--- src/rtl/arm_mc_mainfsm_if.sv ---
// Control bundle between the multicycle ARM main FSM and its datapath.
// master: the FSM (consumes decode fields, drives controls).
// slave : the datapath side (drives decode fields, consumes controls).
interface arm_mc_mainfsm_if #(
  parameter int INSTR_CNT_W = 32
) ();

  logic [1:0]             op;
  logic [5:0]             funct;
  logic                   mem_ready;
  logic                   irwrite;
  logic                   nextpc;
  logic                   regw;
  logic                   memw;
  logic                   branch;
  logic                   aluop;
  logic                   adrsrc;
  logic [1:0]             alusrca;
  logic [1:0]             alusrcb;
  logic [1:0]             resultsrc;
  logic [3:0]             state;
  logic [INSTR_CNT_W-1:0] retired;

  modport master (
    input  op, funct, mem_ready,
    output irwrite, nextpc, regw, memw, branch, aluop, adrsrc,
           alusrca, alusrcb, resultsrc, state, retired
  );

  modport slave (
    output op, funct, mem_ready,
    input  irwrite, nextpc, regw, memw, branch, aluop, adrsrc,
           alusrca, alusrcb, resultsrc, state, retired
  );

endinterface

--- src/rtl/arm_mc_mainfsm.sv ---
// Moore main-control FSM of the multicycle ARM datapath.
// Sequences fetch/decode/execute/memory/writeback and counts retired
// instructions. Optional macro ARM_MC_MEM_WAIT_EN makes FETCH, MEMREAD and
// MEMWRITE wait for mem_ready and gates irwrite/nextpc/memw with it.
module arm_mc_mainfsm #(
  parameter int INSTR_CNT_W = 32
) (
  input  logic                clk,
  input  logic                reset,
  arm_mc_mainfsm_if.master    bus
);

  typedef enum logic [3:0] {
    S_FETCH    = 4'd0,
    S_DECODE   = 4'd1,
    S_MEMADR   = 4'd2,
    S_MEMREAD  = 4'd3,
    S_MEMWB    = 4'd4,
    S_MEMWRITE = 4'd5,
    S_EXECUTER = 4'd6,
    S_EXECUTEI = 4'd7,
    S_ALUWB    = 4'd8,
    S_BRANCH   = 4'd9
  } state_e;

  state_e                 state_q, state_d;
  logic [INSTR_CNT_W-1:0] retired_q, retired_d;
  logic                   retire_s;
  logic                   mem_ok_s;

  logic                   irwrite_s, nextpc_s, regw_s, memw_s, branch_s;
  logic                   aluop_s, adrsrc_s;
  logic [1:0]             alusrca_s, alusrcb_s, resultsrc_s;

`ifdef ARM_MC_MEM_WAIT_EN
  assign mem_ok_s = bus.mem_ready;
`else
  // Without the wait feature memory is always ready; mem_ready is ignored.
  logic mem_ready_unused_s;
  assign mem_ready_unused_s = bus.mem_ready;
  assign mem_ok_s = 1'b1;
`endif

  // Next-state selection and retirement detection.
  always_comb begin
    state_d  = state_q;
    retire_s = 1'b0;
    case (state_q)
      S_FETCH: begin
        if (mem_ok_s) state_d = S_DECODE;
        else          state_d = S_FETCH;
      end
      S_DECODE: begin
        case (bus.op)
          2'b00: begin
            if (bus.funct[5]) state_d = S_EXECUTEI;
            else              state_d = S_EXECUTER;
          end
          2'b01:   state_d = S_MEMADR;
          2'b10:   state_d = S_BRANCH;
          default: state_d = S_FETCH;
        endcase
      end
      S_MEMADR: begin
        if (bus.funct[0]) state_d = S_MEMREAD;
        else              state_d = S_MEMWRITE;
      end
      S_MEMREAD: begin
        if (mem_ok_s) state_d = S_MEMWB;
        else          state_d = S_MEMREAD;
      end
      S_MEMWB: begin
        state_d  = S_FETCH;
        retire_s = 1'b1;
      end
      S_MEMWRITE: begin
        // A store only retires on the edge that completes the write.
        if (mem_ok_s) begin
          state_d  = S_FETCH;
          retire_s = 1'b1;
        end else begin
          state_d  = S_MEMWRITE;
        end
      end
      S_EXECUTER: state_d = S_ALUWB;
      S_EXECUTEI: state_d = S_ALUWB;
      S_ALUWB: begin
        state_d  = S_FETCH;
        retire_s = 1'b1;
      end
      S_BRANCH: begin
        state_d  = S_FETCH;
        retire_s = 1'b1;
      end
      default: state_d = S_FETCH;
    endcase
  end

  // Retired counter update; wraps naturally at its width.
  always_comb begin
    if (retire_s) retired_d = retired_q + INSTR_CNT_W'(1);
    else          retired_d = retired_q;
  end

  // State and retired-count registers; reset aborts any instruction in flight.
  always_ff @(posedge clk or negedge reset) begin
    if (!reset) begin
      state_q   <= S_FETCH;
      retired_q <= '0;
    end else begin
      state_q   <= state_d;
      retired_q <= retired_d;
    end
  end

  // Moore output decode; unlisted outputs stay 0, unreachable codes give all 0.
  always_comb begin
    irwrite_s   = 1'b0;
    nextpc_s    = 1'b0;
    regw_s      = 1'b0;
    memw_s      = 1'b0;
    branch_s    = 1'b0;
    aluop_s     = 1'b0;
    adrsrc_s    = 1'b0;
    alusrca_s   = 2'b00;
    alusrcb_s   = 2'b00;
    resultsrc_s = 2'b00;
    case (state_q)
      S_FETCH: begin
        irwrite_s   = mem_ok_s;
        nextpc_s    = mem_ok_s;
        alusrca_s   = 2'b01;
        alusrcb_s   = 2'b10;
        resultsrc_s = 2'b10;
      end
      S_DECODE: begin
        alusrca_s   = 2'b01;
        alusrcb_s   = 2'b10;
        resultsrc_s = 2'b10;
      end
      S_MEMADR: begin
        alusrcb_s   = 2'b01;
      end
      S_MEMREAD: begin
        adrsrc_s    = 1'b1;
      end
      S_MEMWB: begin
        resultsrc_s = 2'b01;
        regw_s      = 1'b1;
      end
      S_MEMWRITE: begin
        adrsrc_s    = 1'b1;
        memw_s      = mem_ok_s;
      end
      S_EXECUTER: begin
        aluop_s     = 1'b1;
      end
      S_EXECUTEI: begin
        alusrcb_s   = 2'b01;
        aluop_s     = 1'b1;
      end
      S_ALUWB: begin
        regw_s      = 1'b1;
      end
      S_BRANCH: begin
        alusrca_s   = 2'b10;
        alusrcb_s   = 2'b01;
        resultsrc_s = 2'b10;
        branch_s    = 1'b1;
      end
      default: begin
        irwrite_s   = 1'b0;
      end
    endcase
  end

  assign bus.irwrite   = irwrite_s;
  assign bus.nextpc    = nextpc_s;
  assign bus.regw      = regw_s;
  assign bus.memw      = memw_s;
  assign bus.branch    = branch_s;
  assign bus.aluop     = aluop_s;
  assign bus.adrsrc    = adrsrc_s;
  assign bus.alusrca   = alusrca_s;
  assign bus.alusrcb   = alusrcb_s;
  assign bus.resultsrc = resultsrc_s;
  assign bus.state     = state_q;
  assign bus.retired   = retired_q;

endmodule

--- src/flat_wrapper.sv ---
// flat-port wrapper written by rule: the top's interface ports become plain ports
module arm_mc_mainfsm_flat 
#(
  parameter int INSTR_CNT_W = 32
)
  (clk, reset, bus_op, bus_funct, bus_mem_ready, bus_irwrite, bus_nextpc, bus_regw, bus_memw, bus_branch, bus_aluop, bus_adrsrc, bus_alusrca, bus_alusrcb, bus_resultsrc, bus_state, bus_retired);
  arm_mc_mainfsm_if #(.INSTR_CNT_W(INSTR_CNT_W)) bus_i ();
  input  logic clk;
  input  logic reset;
  input wire logic [$bits(bus_i.op)-1:0] bus_op;
  input wire logic [$bits(bus_i.funct)-1:0] bus_funct;
  input wire logic [$bits(bus_i.mem_ready)-1:0] bus_mem_ready;
  output wire logic [$bits(bus_i.irwrite)-1:0] bus_irwrite;
  output wire logic [$bits(bus_i.nextpc)-1:0] bus_nextpc;
  output wire logic [$bits(bus_i.regw)-1:0] bus_regw;
  output wire logic [$bits(bus_i.memw)-1:0] bus_memw;
  output wire logic [$bits(bus_i.branch)-1:0] bus_branch;
  output wire logic [$bits(bus_i.aluop)-1:0] bus_aluop;
  output wire logic [$bits(bus_i.adrsrc)-1:0] bus_adrsrc;
  output wire logic [$bits(bus_i.alusrca)-1:0] bus_alusrca;
  output wire logic [$bits(bus_i.alusrcb)-1:0] bus_alusrcb;
  output wire logic [$bits(bus_i.resultsrc)-1:0] bus_resultsrc;
  output wire logic [$bits(bus_i.state)-1:0] bus_state;
  output wire logic [$bits(bus_i.retired)-1:0] bus_retired;
  assign bus_i.op = bus_op;
  assign bus_i.funct = bus_funct;
  assign bus_i.mem_ready = bus_mem_ready;
  assign bus_irwrite = bus_i.irwrite;
  assign bus_nextpc = bus_i.nextpc;
  assign bus_regw = bus_i.regw;
  assign bus_memw = bus_i.memw;
  assign bus_branch = bus_i.branch;
  assign bus_aluop = bus_i.aluop;
  assign bus_adrsrc = bus_i.adrsrc;
  assign bus_alusrca = bus_i.alusrca;
  assign bus_alusrcb = bus_i.alusrcb;
  assign bus_resultsrc = bus_i.resultsrc;
  assign bus_state = bus_i.state;
  assign bus_retired = bus_i.retired;
  arm_mc_mainfsm #(.INSTR_CNT_W(INSTR_CNT_W)) u_core (.clk(clk), .reset(reset), .bus(bus_i));
endmodule
--- config.mk ---
export PLATFORM = sky130hd
export DESIGN_NAME = arm_mc_mainfsm_flat
export DESIGN_NICKNAME = d
export VERILOG_FILES = /design/src/rtl/arm_mc_mainfsm_if.sv /design/src/rtl/arm_mc_mainfsm.sv /design/src/flat_wrapper.sv
export SDC_FILE = /design/constraint.sdc
export NUM_CORES = 1
export LEC_CHECK = 0
export CAP_MARGIN = 25
export CORE_ASPECT_RATIO = 0.9
export CORE_UTILIZATION = 30
export DETAILED_ROUTE_END_ITERATION = 16
export PLACE_DENSITY_LB_ADDON = 0.08
export SETUP_SLACK_MARGIN = 0.3
export SKIP_LAST_GASP = 1
export SLEW_MARGIN = 20
export SYNTH_ARGS = -nofsm -noshare
export SYNTH_HDL_FRONTEND = slang
export SYNTH_SLANG_ARGS = --single-unit
--- constraint.sdc ---
create_clock -name clk -period 1.5 [get_ports clk]
set_input_delay 0.3 -clock clk [delete_from_list [all_inputs] [get_ports clk]]
set_output_delay 0.3 -clock clk [all_outputs]
set_load 0.01 [all_outputs]
Word-level counts from Yosys, hierarchy flattened
Cells that the tools add are included.

operators by class
  eq/ne operators = 11
  multiplexer cells = 14
  reductions and logical operators = 9
  add/subtract/negate cells = 1

operators by type and width
  kind                                           number
  adder 32 x 1 -> 32 bit, second input constant  1
  one-hot mux 4 bit (5 select lines)             1
  == test 4 x 3 -> 1 bit, second input constant  4
  one-hot mux 2 bit (2 select lines)             3
  one-hot mux 4 bit (3 select lines)             1
  == test 4 x 2 -> 1 bit, second input constant  2
  == test 4 bit, second input constant           2
  2-to-1 mux 1 bit                               8
  OR reduction 2 bit                             4
  OR reduction 3 bit                             2
  == test 4 x 1 -> 1 bit, second input constant  1
  zero test 4 bit                                1
  OR reduction 4 bit                             1
  2-to-1 mux 3 bit                               1
  == test 2 x 1 -> 1 bit, second input constant  1
  == test 2 bit, second input constant           1
  zero test 2 bit                                1

storage, ports and cells
  output and inout bits = 49
  register bits after elaboration = 36
  bits of input ports = 11

Longest topological paths before layout
  depth after elaboration = 3
  mapped depth = 5
  depth with buffers taken out = 5

Worst setup path before layout
Ideal clock, no wire load.

  kind = flip-flop to output port
  from = register u_core.state_q[3] (netlist: u_core.bus.state[3])
  to = output port bus_nextpc
  arrival = 1504 ps
  cell stages (with the launch flop) = 6
  required time = 1200 ps
  slack = -304 ps
  cells stage by stage = dfrtp_1 > buf_6 > or2_2 > clkbuf_1 > nor3_1 > buf_4

between the ends
  word-level cells in the longest chain between the ends = 2

RTL lines
  what                    RTL line               text
  start, declared         arm_mc_mainfsm.sv:26   state_e state_q, state_d;
  start signal, assigned  arm_mc_mainfsm.sv:111  state_q <= state_d;
  zero test 4 bit         -
  2-to-1 mux 1 bit        -
  end, declared           flat_wrapper.sv:14     output wire logic [$bits(bus_i.nextpc)-1:0] bus_nextpc;

Every way passes these cells.

Worst setup path in the final report
  from = register u_core.state_q[2] (netlist: u_core.bus.state[2])
  to = output port bus_alusrcb[0]

between the ends
  word-level cells in the longest chain between the ends = 3

RTL lines
  what                                                                RTL line               text
  == test 4 x 2 -> 1 bit (tied with other cells)                      arm_mc_mainfsm.sv:128  case (state_q)
  OR reduction 3 bit (no line) or OR reduction 2 bit (tied branches)  -
  one-hot mux 2 bit (2 select lines) *                                arm_mc_mainfsm.sv:128
  end, declared                                                       flat_wrapper.sv:21     output wire logic [$bits(bus_i.alusrcb)-1:0] bus_alusrcb;

Every way passes the cells marked *; elsewhere a longest branch is shown, timed or not.

==> summary.md <==
| Metric | Value |
|---|---|
| Crit path to | bus_alusrcb[0] |
| Final min period | 1.70 ns |
| H-tree levels | 2 |
| Yosys cell types | 34 |
| Reg2reg start | u_core.bus.state[2]$_DFF_PN0_ |
| Congestion Overflow GR | 0 |
| CTS Root Cell | clkbuf_8 |
| DR iter-0 viols | 63 |
| Chip width | 85.9 µm |
| Fin Hold WS | 0.401 ns |
| Footprint of the multi-input gates | 1160 µm² |
| Largest net degree at the start of global routing | 18 |
| Pwr Density | 1320 nW/µm² |
| Gp weighted congestion | 0.790 |
| Vias/cell | 4.46 |
| Crit. End Element | output port |
| Die H | 77.5 µm |
| Register Area | 913 µm² |
| CP max stage delay | 0.44 ns |
| Max FO, Critical Path | 5 |
| Overall power | 4.97 mW |
| #FFs+latches synth | 36 |
| Clk_skew | 0.00641 ns |
| Crit Path Category | reg -> out |
| # diodes | 0 |
| Core area | 6110 µm² |
| DR DRC count | 0 |
| First-pass GRT wire length | 8830 µm |
| Initial antenna violation count | 0 |
| IO Pins | 60 |
| Register area share after synthesis | 47.4% |
| Worst IR Drop VDD | 1.15 mV |
| Most common cell after layout, fill and taps aside | buf_6 |
| YS warnings | 0 |
| Hold Crit Class | in -> async |
| RSZ-0062 raised after global routing | yes |
| R2R Path End | u_core.bus.retired[19]$_DFFE_PN0P_ |
| Post-Syn Nets | 188 |
| Crit path max-delay family | flip-flops |
| Area grow syn2layout | 97.7% |
| Final hold viol count | 0 |
| Worst Setup Slack, final | -0.205 ns |
| Synth Area in Adders | 0.658% |
| Total Wirelength | 5430 µm |
| CTS clk-pin slew, worst paths | 0.08 ns |
| Syn Area/Cell | 10.8 µm² |
| Worst setup path startpoint | u_core.bus.state[2]$_DFF_PN0_ |
| TritonCTS Buffers | 5 |
| Vias in the first global route | 1874 |
| Crit path launch type | flip-flop |
| Site Rows | 27 |
| Clk_lat worst skew | 0.29 ns |
| Main combinational cell family by area after synthesis | simple AND/OR/NAND/NOR gates |
| Final Setup Violations | 42 |
| Synth Area in XOR/XNOR | 16.2% |
| Number of port buffers | 54 |
| Bufs and invs on worst path | 1 |
| R2r setup slk | -0.17 ns |
| # clock sinks | 36 |
| Worst-margin pin slew | 0.303 ns |
| Final period utilization | 114% |
| Initial Utilization | 31.1% |
| Dpl cell area | 2980 µm² |
| Crit-path slowest cell | dfrtp_2 |
| Max Slew Vio Count | 0 |
| Fin nets | 347 |
| DP HPWL | 3570 µm |
| Cell repeated most along the worst path | o21ai_1 |
| Drt first pass iters | 4 |
| Max frequency | 0.587 GHz |
| Crit path DAT | 1.40 ns |
| Routed vias | 1886 |
| Status | finished with violations |
| Cell count of the worst reg-to-reg path | 7 |
| CTS tree | done |
| Critical-path cell list | or2b_1 -> nor2_2 -> o21ai_1 -> o21ai_1 -> buf_2 |
| Synthesized cell area | 1900 µm² |
| Synth Instances | 176 |
| Share of cells above drive strength 1 | 64.6% |
| Worst path required time | 1.20 ns |
| Compound-Gate Fraction of Synth Area | 2.57% |
| DR WL/cell | 12.8 µm |
| Max Root-Sink Buffers | 2 |
| Max-cap violations | 0 |
| P_leak | 1.88 nW |
| Failing checks | negative setup slack |
| Die area | 6660 µm² |
| Fillers | 530 |
| Post-synthesis simple-gate area fraction | 29.3% |
| Slew margin rel. | 79.6% |
| GRT Resource Usage Total | 17.1% |
| Setup TNS | -4.29 ns |
| Commonest non-fill, non-tap cells in the layout | buf_6, buf_4, dfrtp_1 |
| Crit path depth | 5 |
| Finished Cell Area | 3760 µm² |
| Mux contribution to synthesized area | 0.592% |
| Post-route antenna net violation count | 0 |
registers in the layout, summed over array words and instances, names as in the netlist:
register            count
u_core.bus.retired     32
u_core.bus.state        4
cells in the mapped netlist:
cell      number  area [µm²]
a211oi_1       1        7.51
a21oi_1        3        15.0
a31oi_1        1        6.26
and2_1         2        12.5
and3_1         9        56.3
and4_1         7        61.3
buf_2          3        15.0
buf_4          2        15.0
buf_6          2        22.5
clkbuf_1       2        7.51
dfrtp_1       36         901
ha_1           1        12.5
inv_1          1        3.75
mux2_2         1        11.3
nand2_1       13        48.8
nand2b_1       3        18.8
nand3_1        8        40.0
nand3b_1       1        7.51
nand4_1       13        81.3
nand4_4        1        21.3
nand4b_1       1        8.76
nor2_1        11        41.3
nor2b_1        2        12.5
nor3_1         7        35.0
nor3b_4        1        18.8
nor4_1         2        12.5
nor4_4         2        42.5
nor4b_4        1        23.8
o21ai_0        4        20.0
or2_2          1        6.26
or2b_1         1        7.51
xnor2_1       23         201
xnor2_4        1        27.5
xor2_1         9        78.8
final cells by class:
type / instances / area share, %
clock buffers: 5 / 1.83
clock inverters: 3 / 1.13
inverters: 1 / 0.0998
multi-input cells: 130 / 30.7
flip-flops and latches: 36 / 24.3
well taps: 87 / 2.90
repair buffers: 161 / 39.0
stage by stage:
step	worst slack [ns]	instances	utilization, %
after floorplan	-0.0923	176	-
after global placement	-0.283	361	48.7
after detailed placement	-0.283	361	48.7
after CTS	-0.169	407	57.4
after global routing	-0.275	423	61.5
final	-0.205	423	61.5
layer usage:
layer	track usage (%)	part of all wire, %	up-vias
li1	-	-	939
met1	23.2	45	895
met2	26.8	48	46
met3	4.57	5.5	6
met4	4.50	1.0	0
met5	0	0	-
repair_timing:
item	4_1_cts	5_1_grt
gates resized for setup	278	31
pin swaps	24	10
hold buffers	1	0
gates cloned	0	0
hold endpoints to repair	7	0
endpoints found under the setup margin	83	76
setup buffers	37	16
cells by family after synthesis:
| logic type | Yosys count |
|---|---|
| AO/OA/AOI/OAI | 9 |
| adder cells (fa/ha/maj) | 1 |
| multiplexers | 1 |
| XOR/XNOR | 33 |
| buffers and inverters | 10 |
| AND/OR/NAND/NOR | 86 |
| flip-flops | 36 |
power by group:
| group | internal (mW) | switching, mW | total, mW | leakage, nW |
|---|---|---|---|---|
| sequential | 1.10 | 0.132 | 1.23 | 0.475 |
| combinational | 1.65 | 1.22 | 2.87 | 1.35 |
| clock | 0.492 | 0.376 | 0.868 | 0.0541 |
worst min-delay path by stage:
| stage | to | cells after the start | startpoint |
|---|---|---|---|
| 6_report | u_core.bus.retired[23]$_DFFE_PN0P_ | 2 | reset |
| 5_1_grt | u_core.bus.retired[17]$_DFFE_PN0P_ | 2 | reset |
| 4_1_cts | u_core.bus.retired[19]$_DFFE_PN0P_ | 2 | reset |
| 3_5_place_dp | u_core.bus.retired[19]$_DFFE_PN0P_ | 1 | reset |
| 3_3_place_gp | u_core.bus.retired[19]$_DFFE_PN0P_ | 1 | reset |
| 2_1_floorplan | u_core.bus.retired[0]$_DFFE_PN0P_ | 0 | reset |
No activity file was read; power rests on OpenSTA's default activity.
